<file path="src/rtl/dmem_pkg.sv">
// Shared constants for the data memory and its two requesters.
package dmem_pkg;

   localparam int DMEM_WORDS = 4096;

   localparam logic [3:0] WE_NONE = 4'h0;
   localparam logic [3:0] WE_WORD = 4'hF;

   // Port index 0 is the CPU data port, 1 is the host/DMA loader.
   localparam logic PORT_CPU  = 1'b0;
   localparam logic PORT_HOST = 1'b1;

endpackage

</file>
<file path="src/rtl/rr_grant2.sv">
// Combinational two-way round-robin picker; burst hold lets the last owner
// keep the grant while its burst allowance lasts.
module rr_grant2
   import dmem_pkg::*;
(
   input  logic [1:0] req,
   input  logic       last_owner,
   input  logic       hold_ok,
   output logic [1:0] gnt
);

   logic winner;

   always_comb begin
      winner = PORT_CPU;
      gnt    = 2'b00;
      case (req)
         2'b01: gnt = 2'b01;
         2'b10: gnt = 2'b10;
         2'b11: begin
            // Under contention the other port wins unless a burst is still running.
            winner = hold_ok ? last_owner : ~last_owner;
            gnt    = (winner == PORT_HOST) ? 2'b10 : 2'b01;
         end
         default: gnt = 2'b00;
      endcase
   end

endmodule

</file>
<file path="src/rtl/dmem_arbiter.sv">
// Shares the single-ported dmem between the CPU (port 0) and host loader (port 1)
// with round-robin grants, bounded bursts and a fixed one-cycle response.
module dmem_arbiter
   import dmem_pkg::*;
#(
   parameter  int ADDR_W    = 32,
   parameter  int MAX_BURST = 4,
   localparam int CNT_W     = $clog2(MAX_BURST + 1)
) (
   input  logic              clk,
   input  logic              rst_n,
   input  logic              req0,
   input  logic              req1,
   input  logic [ADDR_W-1:0] addr0,
   input  logic [ADDR_W-1:0] addr1,
   input  logic [31:0]       wdata0,
   input  logic [31:0]       wdata1,
   input  logic [3:0]        we0,
   input  logic [3:0]        we1,
   output logic              gnt0,
   output logic              gnt1,
   output logic              rvalid0,
   output logic              rvalid1,
   output logic [31:0]       rdata0,
   output logic [31:0]       rdata1,
   output logic              mem_en,
   output logic [ADDR_W-1:0] mem_addr,
   output logic [31:0]       mem_d,
   output logic [3:0]        mem_we,
   input  logic [31:0]       mem_q
);

   localparam logic [CNT_W-1:0] BURST_LIMIT = CNT_W'(MAX_BURST);
   localparam logic [CNT_W-1:0] CNT_ONE     = CNT_W'(1);

   logic             last_owner;
   logic [CNT_W-1:0] burst_cnt;
   logic             rsp_valid;
   logic             rsp_owner;

   logic [1:0]       req_vec;
   logic [1:0]       gnt_vec;
   logic             hold_ok;
   logic             any_gnt;
   logic             gnt_port;
   logic             continuing;
   logic [CNT_W-1:0] burst_next;

   // Requests are masked while in reset so nothing reaches dmem.
   assign req_vec = {req1 & rst_n, req0 & rst_n};

   // A nonzero count means the last owner was granted in the previous cycle,
   // since any idle cycle clears it.
   assign hold_ok = (burst_cnt != '0) && (burst_cnt < BURST_LIMIT);

   rr_grant2 u_pick (
      .req        (req_vec),
      .last_owner (last_owner),
      .hold_ok    (hold_ok),
      .gnt        (gnt_vec)
   );

   assign gnt0     = gnt_vec[0];
   assign gnt1     = gnt_vec[1];
   assign any_gnt  = gnt0 | gnt1;
   assign gnt_port = gnt1 ? PORT_HOST : PORT_CPU;

   always_comb begin
      mem_en   = 1'b0;
      mem_addr = '0;
      mem_d    = '0;
      mem_we   = WE_NONE;
      if (gnt0) begin
         mem_en   = 1'b1;
         mem_addr = addr0;
         mem_d    = wdata0;
         mem_we   = we0;
      end else if (gnt1) begin
         mem_en   = 1'b1;
         mem_addr = addr1;
         mem_d    = wdata1;
         mem_we   = we1;
      end
   end

   always_comb begin
      continuing = (gnt_port == last_owner) && (burst_cnt != '0);
      burst_next = CNT_ONE;
      if (continuing) begin
         burst_next = (burst_cnt >= BURST_LIMIT) ? BURST_LIMIT : burst_cnt + CNT_ONE;
      end
   end

   // Reset leaves port 1 as last owner so port 0 wins the first contention.
   always_ff @(posedge clk or negedge rst_n) begin
      if (!rst_n) begin
         last_owner <= PORT_HOST;
         burst_cnt  <= '0;
         rsp_valid  <= 1'b0;
         rsp_owner  <= PORT_CPU;
      end else if (any_gnt) begin
         last_owner <= gnt_port;
         burst_cnt  <= burst_next;
         rsp_valid  <= 1'b1;
         rsp_owner  <= gnt_port;
      end else begin
         burst_cnt  <= '0;
         rsp_valid  <= 1'b0;
      end
   end

   assign rvalid0 = rsp_valid && (rsp_owner == PORT_CPU);
   assign rvalid1 = rsp_valid && (rsp_owner == PORT_HOST);
   assign rdata0  = rvalid0 ? mem_q : 32'h0;
   assign rdata1  = rvalid1 ? mem_q : 32'h0;

endmodule

</file>
<file path="config.mk">
export PLATFORM = sky130hd
export DESIGN_NAME = dmem_arbiter
export DESIGN_NICKNAME = d
export VERILOG_FILES = /design/src/rtl/dmem_pkg.sv /design/src/rtl/rr_grant2.sv /design/src/rtl/dmem_arbiter.sv
export SDC_FILE = /design/constraint.sdc
export NUM_CORES = 1
export LEC_CHECK = 0
export ABC_AREA = 0
export CORE_AREA = 2 2 119 121
export DETAILED_ROUTE_END_ITERATION = 10
export DIE_AREA = 0 0 121 123
export GPL_TIMING_DRIVEN = 0
export HOLD_SLACK_MARGIN = 0.12
export REMOVE_ABC_BUFFERS = 1
export SLEW_MARGIN = 20
export SYNTH_ARGS = -nofsm -noshare
export SYNTH_HDL_FRONTEND = slang
export SYNTH_SLANG_ARGS = --single-unit
export TNS_END_PERCENT = 1
</file>
<file path="constraint.sdc">
create_clock -name clk -period 2.2 [get_ports clk]
set_input_delay 0.33 -clock clk [delete_from_list [all_inputs] [get_ports clk]]
set_output_delay 0.33 -clock clk [all_outputs]
set_load 0.03 [all_outputs]
</file>
Yosys cells after proc, flatten, opt, wreduce, memory -nomap -nowiden --
Index checks and enable logic that the tools add are counted.
Cells by class: add/sub/neg operators 1, $lt $le $gt $ge 2, equal/unequal tests 4, multiplexer cells 17, bitwise gates (word level) 5, reduce and logical (&&, ||, !) cells 5
Operator list (number):
- $mux W32 | 6
- $mux W3 | 3
- $mux W4 | 2
- $pmux W2 S3 | 1
- $eq A2 B2 Y1 const B | 2
- $logic_and A1 B1 Y1 | 4
- $mux W1 | 4
- $add A3 B1 Y3 const B | 1
- $ge A3 B3 Y1 const B | 1
- $lt A3 B3 Y1 const B | 1
- $reduce_bool A3 Y1 | 1
- $and A1 B1 Y1 | 2
- $eq A2 B1 Y1 const B | 1
- $mux W2 | 1
- $not A1 Y1 | 2
- $eq A1 B1 Y1 | 1
- $or A1 B1 Y1 | 1
Word-level totals: register bits after elaboration 6, bits of input ports 172, output and inout bits 137, word-level logic and storage cells 38

Depth between registers and ports, before layout --
depth in word-level cells 10, mapped depth 7, mapped depth without buffers 5

Hierarchy --
Synthesis repeated with hierarchy kept, for this count alone.
Second synthesis, totals: cell total of the unflattened synthesis 192, area total of the unflattened synthesis 1455.1 µm²
Modules (own cells, without submodules):
- dmem_arbiter | instances 1, cells each 188, area each 1430.1 µm²
- rr_grant2 | instances 1, cells each 4, area each 25.0 µm²

Worst setup path after synthesis --
Ideal clock, no wire load.
path type flip-flop to output port, start point register burst_cnt[0], end point output mem_addr[25], arrival 1.870 ns, required time 1.870 ns, path slack 0.000 ns, stages on the path, launching flop included 7, buffers on the path 1, cells stage by stage dfrtp_1 > inv_1 > ha_1 > and4bb_2 > a211oi_2 > buf_2 > a22o_1
Between the ends: elaborated cells on any way between the ends 8
RTL lines:
- from (decl) | line dmem_arbiter.sv:37 | logic [CNT_W-1:0] burst_cnt;
- from (signal assigned) | line dmem_arbiter.sv:103 | burst_cnt <= burst_next;
- $lt A3 B3 Y1 / $reduce_bool A3 Y1 (equally long branches) | line dmem_arbiter.sv:54 | assign hold_ok = (burst_cnt != '0) && (burst_cnt < BURST_LIMIT);
- $logic_and A1 B1 Y1 * | line dmem_arbiter.sv:54
- $mux W1 * | line rr_grant2.sv:22 | winner = hold_ok ? last_owner : ~last_owner;
- $mux W2 * | line rr_grant2.sv:23 | gnt = (winner == PORT_HOST) ? 2'b10 : 2'b01;
- $pmux W2 S3 * | line rr_grant2.sv:17 | case (req)
- via gnt0 | line dmem_arbiter.sv:20 | output logic gnt0,
- $mux W32 * | line dmem_arbiter.sv:73 | if (gnt0) begin
- to (decl) | line dmem_arbiter.sv:27 | output logic [ADDR_W-1:0] mem_addr,
The timed path passes the listed nets; every way through them passes the cells marked *.

Final worst setup path --
start point register burst_cnt[0], end point output mem_d[9]
Between the ends: word-level cells in the longest chain between the ends 7, elaborated cells on any way between the ends 8
RTL lines:
- $lt A3 B3 Y1 / $reduce_bool A3 Y1 (equally long branches) | line dmem_arbiter.sv:54
- $logic_and A1 B1 Y1 * | line dmem_arbiter.sv:54
- $mux W1 * | line rr_grant2.sv:22
- $mux W2 * | line rr_grant2.sv:23
- $pmux W2 S3 * | line rr_grant2.sv:17
- $mux W32 | line dmem_arbiter.sv:78 | end else if (gnt1) begin
- $mux W32 * | line dmem_arbiter.sv:73
- to (decl) | line dmem_arbiter.sv:28 | output logic [31:0] mem_d,
Mark *: on every way between the ends. The rest lies on a longest branch, timed or not.

==> reports/results.ini <==
[synth]
synth_edf_count=0
yosysTopAreaCellShare_pct=38.1
synth-seq-area-share_pct=9.70
synth_flop_cell=dfrtp_1
synthTopCellsByArea=a22o_1 (38%), and2_1 (13%), and3_1 (13%), dfrtp_1 (8.0%), buf_6 (6.5%)
synthCells=196
synth-warning-count=0
synth_cell_type_count=28
syn_area_per_cell_sq_um=7.97
ys_ff_latch=6
yosys.area.top_type=a22o_1
async_flop_share_pct=100
synthesis.area_sq_mm=0.00156

[power_and_ir_drop]
power.switching_mw=0.985
peakVddDrop_uv=209
clockPowerShare_pct=14.0
leakagePower_nw=2.29
internal_power_mw=1.24
seqPwrFrac_pct=8.5
combPwrFrac_pct=77.5
powerDensity_mw_per_mm2=434
netSwitchingFraction_pct=44.2
finalPower_mw=2.23

[worst_setup_path]
arrival_ns=2.19
critPathLaunch=burst_cnt[0]
rrSetupSlack_ns=0.35
crit_type=reg2out
required_ns=1.87
reg2reg_depth=6
startpoint_type=flop
cp-endpoint=mem_d[9]
path_max_fanout=6
crit_slowest_cell=or4b_4
rr_endpoint=rsp_owner
rr_startpoint=burst_cnt[0]
end_kind=output port
slowest_delay_ns=0.55
crit_top_cell=buf_6
cp_cell_sequence=inv_2, ha_4, or4b_4, o2111a_2, buf_6, a22o_4, buf_6

[sta]
rsz0062_at_grt=yes
finalCritPeriodShare_pct=115
fmax_mhz=396
skew_ns=0.00175
finalSetupTns_ns=-17.89
setup_slack_ns=-0.324
hold_ws_ns=0.343
finalCriticalPeriod_ns=2.52
slew_headroom_pct=74.3
maxSlewViolCount=0
tightest_slew_ns=0.386
setup_viol=69
hold_viol_final=0

[finish]
layout.nets=686
n_fill_cell=1389
multi_input_area_sq_mm=0.00133
stdcell_count=692
layout_common_cells=clkdlybuf4s50_1 (202), a22o_1 (67), buf_6 (61)
final_common_cell=clkdlybuf4s50_1
final-seq-area_sq_um=159
drive_above_1_share_pct=27.8
area_growth_pct=229
utilization_pct=37.7
finalInstanceArea_sq_mm=0.00513

[detailed_routing]
drtIter0Drc=101
first_pass_iters=4
antenna_left=0
wl_per_cell_um=19.1
routed-via-count=3009
drc_errors=0
viasPerCell=4.35
routed_wl_mm=13.2

[run]
drv_cap=0

[placement]
placed_cells=664
dpl.hpwl_mm=9.76
placed_area_sq_mm=0.00477
io_buffers=308
post-place-ws_ns=-1.23
routabilityCongestion=0.783

[floorplanning]
core_area_sq_mm=0.0136
rows=43
die_w_um=121
die_h_um=123
die_area_sq_mm=0.0149
ioPinCount=309
initial_utilization_pct=11.5

[clock_tree]
clk_pin_slew_ns=0.04
cts_root_buf=clkbuf_16
cts_tree=done
cts.sinks=6
cts.htree.levels=1
cts_buffers=3
cts_buffer_depth=2
clk_latency_ns=0.23

[global_routing]
grt_antenna_before_repair=1
grt_max_degree=36
overflow=0
grt_pass1_wl_mm=18.5
first_global_vias=3070
track_usage_pct=16.4

[run_status]
failed_checks=negative setup slack
status=finished with violations

[hold_path]
hold_class=in2async

[state kept, by name, summed over array words and instances, names as in the netlist]
register,cells
burst_cnt,3
last_owner,1
rsp_owner,1
rsp_valid,1
[logic make-up (layout without fill, tap and decap cells)]
logic type,count (synthesis),in the layout,share of synthesized area (%)
flops,6,6,9.70
other cells,0,1,0
simple gates,83,83,33.7
fa+ha+maj,2,2,1.60
compound gates,78,82,43.4
buf+inv,27,338,11.7
[worst min-delay path by stage]
stage,endpoint,slack (ns),cells after the start
floorplan,burst_cnt[0],0.03,0
global placement,burst_cnt[1],0.61,1
detailed placement,burst_cnt[0],0.66,1
CTS,last_owner,0.32,1
global route,last_owner,0.34,1
finish,last_owner,0.34,1
[cell type report]
| cell class | count | area share (%) |
|---|---|---|
| sequential | 6 | 3.10 |
| multi-input combinational | 167 | 25.9 |
| tap | 180 | 4.39 |
| inverter | 2 | 0.146 |
| clock buffer | 4 | 1.54 |
| timing repair buffer | 332 | 64.9 |
| antenna | 1 | 0.0488 |
[Yosys cell counts, drive strengths merged (2+ instances only)]
master,number
a22o,68
and2,33
and3,33
buf,16
clkbuf,9
nor2b,6
dfrtp,5
nor2,3
ha,2
inv,2
nand2,2
nor4bb,2
o21ai,2
[routing by layer]
metal / share of wire, % / global-route usage [%] / wire length (um) / vias to the layer above
li1: - / - / - / 1409
met1: 38 / 18.6 / 4990 / 1387
met2: 51 / 30.4 / 6670 / 195
met3: 10 / 5.12 / 1330 / 18
met4: 1.5 / 3.05 / 193 / 0
met5: 0 / 0 / 0 / -
[critical path: cells and delay by family (launching register included)]
kind / cells / cell delay, ns
adder cells (fa/ha/maj): 1 / 0.17
AND/OR/NAND/NOR: 1 / 0.55
AO/OA/AOI/OAI: 2 / 0.50
buffers and inverters: 3 / 0.35
flip-flops: 1 / 0.38
[power by group through the flow]
stage / combinational, mW / clock, mW / sequential (mW)
2_1_floorplan: 0.749 / 0 / 0.162
3_3_place_gp: 1.55 / 0 / 0.181
3_5_place_dp: 1.58 / 0 / 0.183
4_1_cts: 1.70 / 0.308 / 0.188
5_1_grt: 1.81 / 0.321 / 0.196
6_report: 1.73 / 0.312 / 0.189
[timing repair]
item,in CTS,in global routing
hold buffers,1,0
setup buffers,17,0
endpoints found under the setup margin,137,97
hold endpoints to repair,5,0
pin swaps,7,11
gates cloned,4,1
resized for setup,478,89
No activity file was read; power rests on OpenSTA's default activity.
==> patch 1, RTL diff (config.mk and constraints unchanged) <==
The parameter `ADDR_W` goes from 32 to 16.
--- a/src/rtl/dmem_arbiter.sv
+++ b/src/rtl/dmem_arbiter.sv
@@ -5,3 +5,3 @@
 #(
-   parameter  int ADDR_W    = 32,
+   parameter  int ADDR_W    = 16,
    parameter  int MAX_BURST = 4,
Ports: changed (resized addr0, addr1 and mem_addr); port bits go from 309 to 261. No check against the original RTL was run, so the function may have changed too.
==> patch 1 against the original RTL <==
Sequential share of layout area increased by 0.63 points. Cell count decreased by 12%. Worst setup slack improved by 0.067 ns. Wire length decreased by 32%. Synthesized area decreased by 11%. Register-to-register slack improved by 0.09 ns. Sequential cell count unchanged. The run still ends with negative setup slack left. Design area decreased by 17%. Largest power group unchanged. Power decreased by 17%. First-iteration DRC count decreased by 26%.
==> patch 1: results (changes against the original RTL) <==
[metrics] worst setup timing slack at the placement stage: -1.46 ns (was -1.23 ns)
[metrics] Worst path top cell family by delay: compound AO/OA/AOI/OAI gates (was simple AND/OR/NAND/NOR gates)
[metrics] final count of negative-setup-slack endpoints: 53 (was 69)
[metrics] largest net degree at the start of global routing: 44 (was 36)
[metrics] largest clock skew in the final design: 0.00231 ns (was 0.00175 ns)
[metrics] Switching Share: 42.8% (was 44.2%)
[metrics] ranking of synthesized cells by area: sky130_fd_sc_hd__a22o_1 (33%), sky130_fd_sc_hd__and2_1 (15%), sky130_fd_sc_hd__and3_1 (15%), sky130_fd_sc_hd__dfrtp_1 (9.0%), sky130_fd_sc_hd__buf_6 (4.9%) (was sky130_fd_sc_hd__a22o_1 (38%), sky130_fd_sc_hd__and2_1 (13%), sky130_fd_sc_hd__and3_1 (13%), sky130_fd_sc_hd__dfrtp_1 (8.0%), sky130_fd_sc_hd__buf_6 (6.5%))
[metrics] fraction of layout cells with a size suffix above 1: 24.4% (was 27.8%)
[metrics] DP Cell Count: 599 (was 664)
[metrics] standby leakage power: 1.93 nW (was 2.29 nW)
[metrics] flop-to-flop setup slack: 0.44 ns (was 0.35 ns)
[metrics] count of routing violations after the opening detailed-route iteration: 75 (was 101)
[metrics] met2 routing resource usage after global routing: 17.6% (was 30.4%)
[metrics] most frequent cells after synthesis: sky130_fd_sc_hd__a22o_1 (52), sky130_fd_sc_hd__and2_1 (33), sky130_fd_sc_hd__and3_1 (33) (was sky130_fd_sc_hd__a22o_1 (68), sky130_fd_sc_hd__and2_1 (33), sky130_fd_sc_hd__and3_1 (33))
[metrics] largest incremental delay on the critical path: 0.46 ns (was 0.55 ns)
[metrics] met2 WL post-DR: 4490 um (was 6670 um)
[metrics] worst setup path end: mem_addr[12] (was mem_d[9])
[metrics] Slew @ Worst Pin: 0.329 ns (was 0.386 ns)
[metrics] synthesized area per cell: 7.88 um2 (was 7.97 um2)
[metrics] met1 demand-to-capacity share in global routing: 12.8% (was 18.6%)
[metrics] power density over cell area: 435 nW/um2 (was 434 nW/um2)
[metrics] quantity of I/O buffers inserted on ports: 260 (was 308)
[metrics] part of the total power dissipated in combinational logic: 73.5% (was 77.5%)
[metrics] overall routed net length: 8910 um (was 13200 um)
[metrics] result of the run: complete, but fails checks (unchanged)
[metrics] met3 track demand over resource in global routing: 1.80% (was 5.12%)
[metrics] first-pass GRT wire length: 12100 um (was 18500 um)
[metrics] Arrival @ worst endpoint: 2.13 ns (was 2.19 ns)
[metrics] post-detailed-route via-to-cell ratio: 4.00 (was 4.35)
[metrics] worst setup margin: -0.257 ns (was -0.324 ns)
[metrics] WL met1: 3590 um (was 4990 um)
[metrics] number of global-route vias before repair: 2205 (was 3070)
[metrics] violated checks: negative setup slack (unchanged)
[metrics] fraction of the mapped netlist area in compound gates: 39.3% (was 43.3%)
[metrics] nets@finish: 573 (was 686)
patch 1: changes by cell type in the layout (fill, tap and decap cells not counted), moves of 2 or more:
cell / delta
sky130_fd_sc_hd__clkdlybuf4s50_1: -32
sky130_fd_sc_hd__dlygate4sd2_1: +2
sky130_fd_sc_hd__clkdlybuf4s15_2: -8
sky130_fd_sc_hd__buf_6: -18
sky130_fd_sc_hd__buf_4: +7
sky130_fd_sc_hd__buf_2: -5
sky130_fd_sc_hd__buf_12: -6
sky130_fd_sc_hd__a22o_1: -17
sky130_fd_sc_hd__clkbuf_2: -3
sky130_fd_sc_hd__o2111a_2: -3
patch 1: final cells by class:
class | count | area [um2] | share of cell area [%]
clock buffer | 4 | 78.8 | 1.85
inverter | 2 | 7.51 | 0.176
multi-input combinational | 147 | 1130 | 26.6
sequential | 6 | 159 | 3.72
tap | 180 | 225 | 5.28
timing repair buffer | 271 | 2660 | 62.4
==> patch 2, RTL diff (same settings) <==
Made on the original files. Make the reset (`rst_n`) synchronous in one clocked block.
--- a/src/rtl/dmem_arbiter.sv
+++ b/src/rtl/dmem_arbiter.sv
@@ -94,3 +94,3 @@
    // Reset leaves port 1 as last owner so port 0 wins the first contention.
-   always_ff @(posedge clk or negedge rst_n) begin
+   always_ff @(posedge clk) begin
       if (!rst_n) begin
Function: differs if rst_n is asserted again (counterexample within 4 cycles, from zero or initial values and one cycle with rst_n low); with rst_n held inactive, the same outputs for 10 cycles.
==> patch 2 against the original RTL <==
The flow still finishes with violations (negative setup slack). Sequential power is 23% lower. Synthesized cell count is 4.1% higher. Critical endpoint is now mem_d[6]. Sequential cell count stayed put. Wire length is 3.5% lower. Synthesized area is 0.80% lower. Power is 20% lower. Design area is 3.9% higher. Worst setup slack better by 0.055 ns.
==> patch 2: results (changes against the original RTL) <==
[metrics] result of the run: complete, but fails checks (unchanged)
[metrics] violated checks: negative setup slack (unchanged)
[metrics] combined area of the multi-input logic cells: 1450 um2 (was 1330 um2)
[metrics] largest fanout of any net on the critical path: 7 (was 6)
[metrics] count of multi-input gates: 177 (was 167)
[metrics] worst setup margin: -0.269 ns (was -0.324 ns)
[metrics] sequential cell count: 6 (unchanged)
[metrics] half-perimeter wire length after placement: 8290 um (was 9760 um)
[metrics] count of routing violations after the opening detailed-route iteration: 75 (was 101)
[metrics] antenna violations before repair: 0 (was 1)
[metrics] FILL cells: 1397 (was 1389)
[metrics] vias: 3082 (was 3009)
[metrics] first-pass GRT wire length: 17200 um (was 18500 um)
[metrics] largest incremental delay on the critical path: 0.57 ns (was 0.55 ns)
[metrics] worst min path class: flop to flop (was input port to async pin)
[metrics] standby leakage power: 2.43 nW (was 2.29 nW)
[metrics] synthesized area per cell: 7.59 um2 (was 7.97 um2)
[metrics] top flip-flop cell by instance count after synthesis: sky130_fd_sc_hd__dfxtp_1 (was sky130_fd_sc_hd__dfrtp_1)
[metrics] final count of negative-setup-slack endpoints: 70 (was 69)
[metrics] nets@finish: 699 (was 686)
[metrics] layout inverter count without the clock tree: 4 (was 2)
[metrics] drt wl/cell: 18.1 um (was 19.1 um)
[metrics] ranking of synthesized cells by area: sky130_fd_sc_hd__a22o_1 (38%), sky130_fd_sc_hd__and2_1 (13%), sky130_fd_sc_hd__and3_1 (13%), sky130_fd_sc_hd__dfxtp_1 (7.8%), sky130_fd_sc_hd__buf_6 (6.5%) (was sky130_fd_sc_hd__a22o_1 (38%), sky130_fd_sc_hd__and2_1 (13%), sky130_fd_sc_hd__and3_1 (13%), sky130_fd_sc_hd__dfrtp_1 (8.0%), sky130_fd_sc_hd__buf_6 (6.5%))
[metrics] worst setup timing slack at the placement stage: -1.16 ns (was -1.23 ns)
[metrics] most frequent cells after synthesis: sky130_fd_sc_hd__a22o_1 (68), sky130_fd_sc_hd__and2_1 (33), sky130_fd_sc_hd__and3_1 (32) (was sky130_fd_sc_hd__a22o_1 (68), sky130_fd_sc_hd__and2_1 (33), sky130_fd_sc_hd__and3_1 (33))
[metrics] fraction of layout cells with a size suffix above 1: 24.3% (was 27.8%)
[metrics] Slew @ Worst Pin: 0.473 ns (was 0.386 ns)
[metrics] count of inserted antenna diode cells: 0 (was 1)
[metrics] buffering overhead: 64.5% (was 64.9%)
[metrics] largest clock skew in the final design: 0.00190 ns (was 0.00175 ns)
[metrics] clock buffer count: 3 (was 4)
[metrics] setup TNS: -15.34 ns (was -17.89 ns)
[metrics] Peak supply drop: 0.192 mV (was 0.209 mV)
[metrics] Arrival @ worst endpoint: 2.14 ns (was 2.19 ns)
[metrics] placer's final routability congestion estimate: 0.718 (was 0.783)
[metrics] fraction of registers with async set/reset: 0% (was 100%)
[metrics] total of plain and repair buffers excluding clock buffers: 333 (was 332)
## patch 2: cell types whose count changed after synthesis, moves of 2 or more
cell / unedited run / this run
sky130_fd_sc_hd__dfxtp_1: 0 / 6
sky130_fd_sc_hd__dfrtp_1: 5 / 0
sky130_fd_sc_hd__a21oi_1: 0 / 3
sky130_fd_sc_hd__nor4bb_1: 2 / 0
sky130_fd_sc_hd__clkbuf_1: 9 / 12
sky130_fd_sc_hd__o21ai_0: 2 / 6
sky130_fd_sc_hd__inv_1: 2 / 4
sky130_fd_sc_hd__nand3_1: 0 / 2
sky130_fd_sc_hd__nor2b_1: 6 / 3
## patch 2: repair_timing
item / CTS / global route
setup buffers: 18 / 1
gates cloned: 12 / 2
resized for setup: 513 / 31
setup endpoints to repair: 137 / 93
pin swaps: 49 / 5
## patch 2: cell families after synthesis
family	after synthesis	share of synthesized area, %
simple gates	80	31.8
compound gates	83	45.2
buf+inv	32	13.0
mux	1	0.646
flops	6	7.75
fa+ha+maj	2	1.62
## patch 2: metal layers
| layer | vias up | routed length (um) | GRT usage (%) |
|---|---|---|---|
| li1 | 1469 | - | - |
| met1 | 1419 | 4820 | 16.8 |
| met2 | 192 | 6680 | 29.4 |
| met3 | 2 | 1200 | 3.74 |
| met4 | 0 | 34 | 1.74 |
| met5 | - | 0 | 0 |
## patch 2: path summary, 6_finish.rpt
check | start | to | slack, ns | cells past startpoint
worst min-delay path | last_owner$_SDFFE_PN1N_ | burst_cnt[2]$_SDFF_PN0_ | 0.60 | 2
worst min register to register | last_owner$_SDFFE_PN1N_ | burst_cnt[2]$_SDFF_PN0_ | 0.60 | 2
worst max register to register | burst_cnt[0]$_SDFF_PN0_ | rsp_owner$_SDFFE_PN0N_ | 0.19 | 7
worst max-delay path | burst_cnt[0]$_SDFF_PN0_ | mem_d[6] | -0.27 | 7
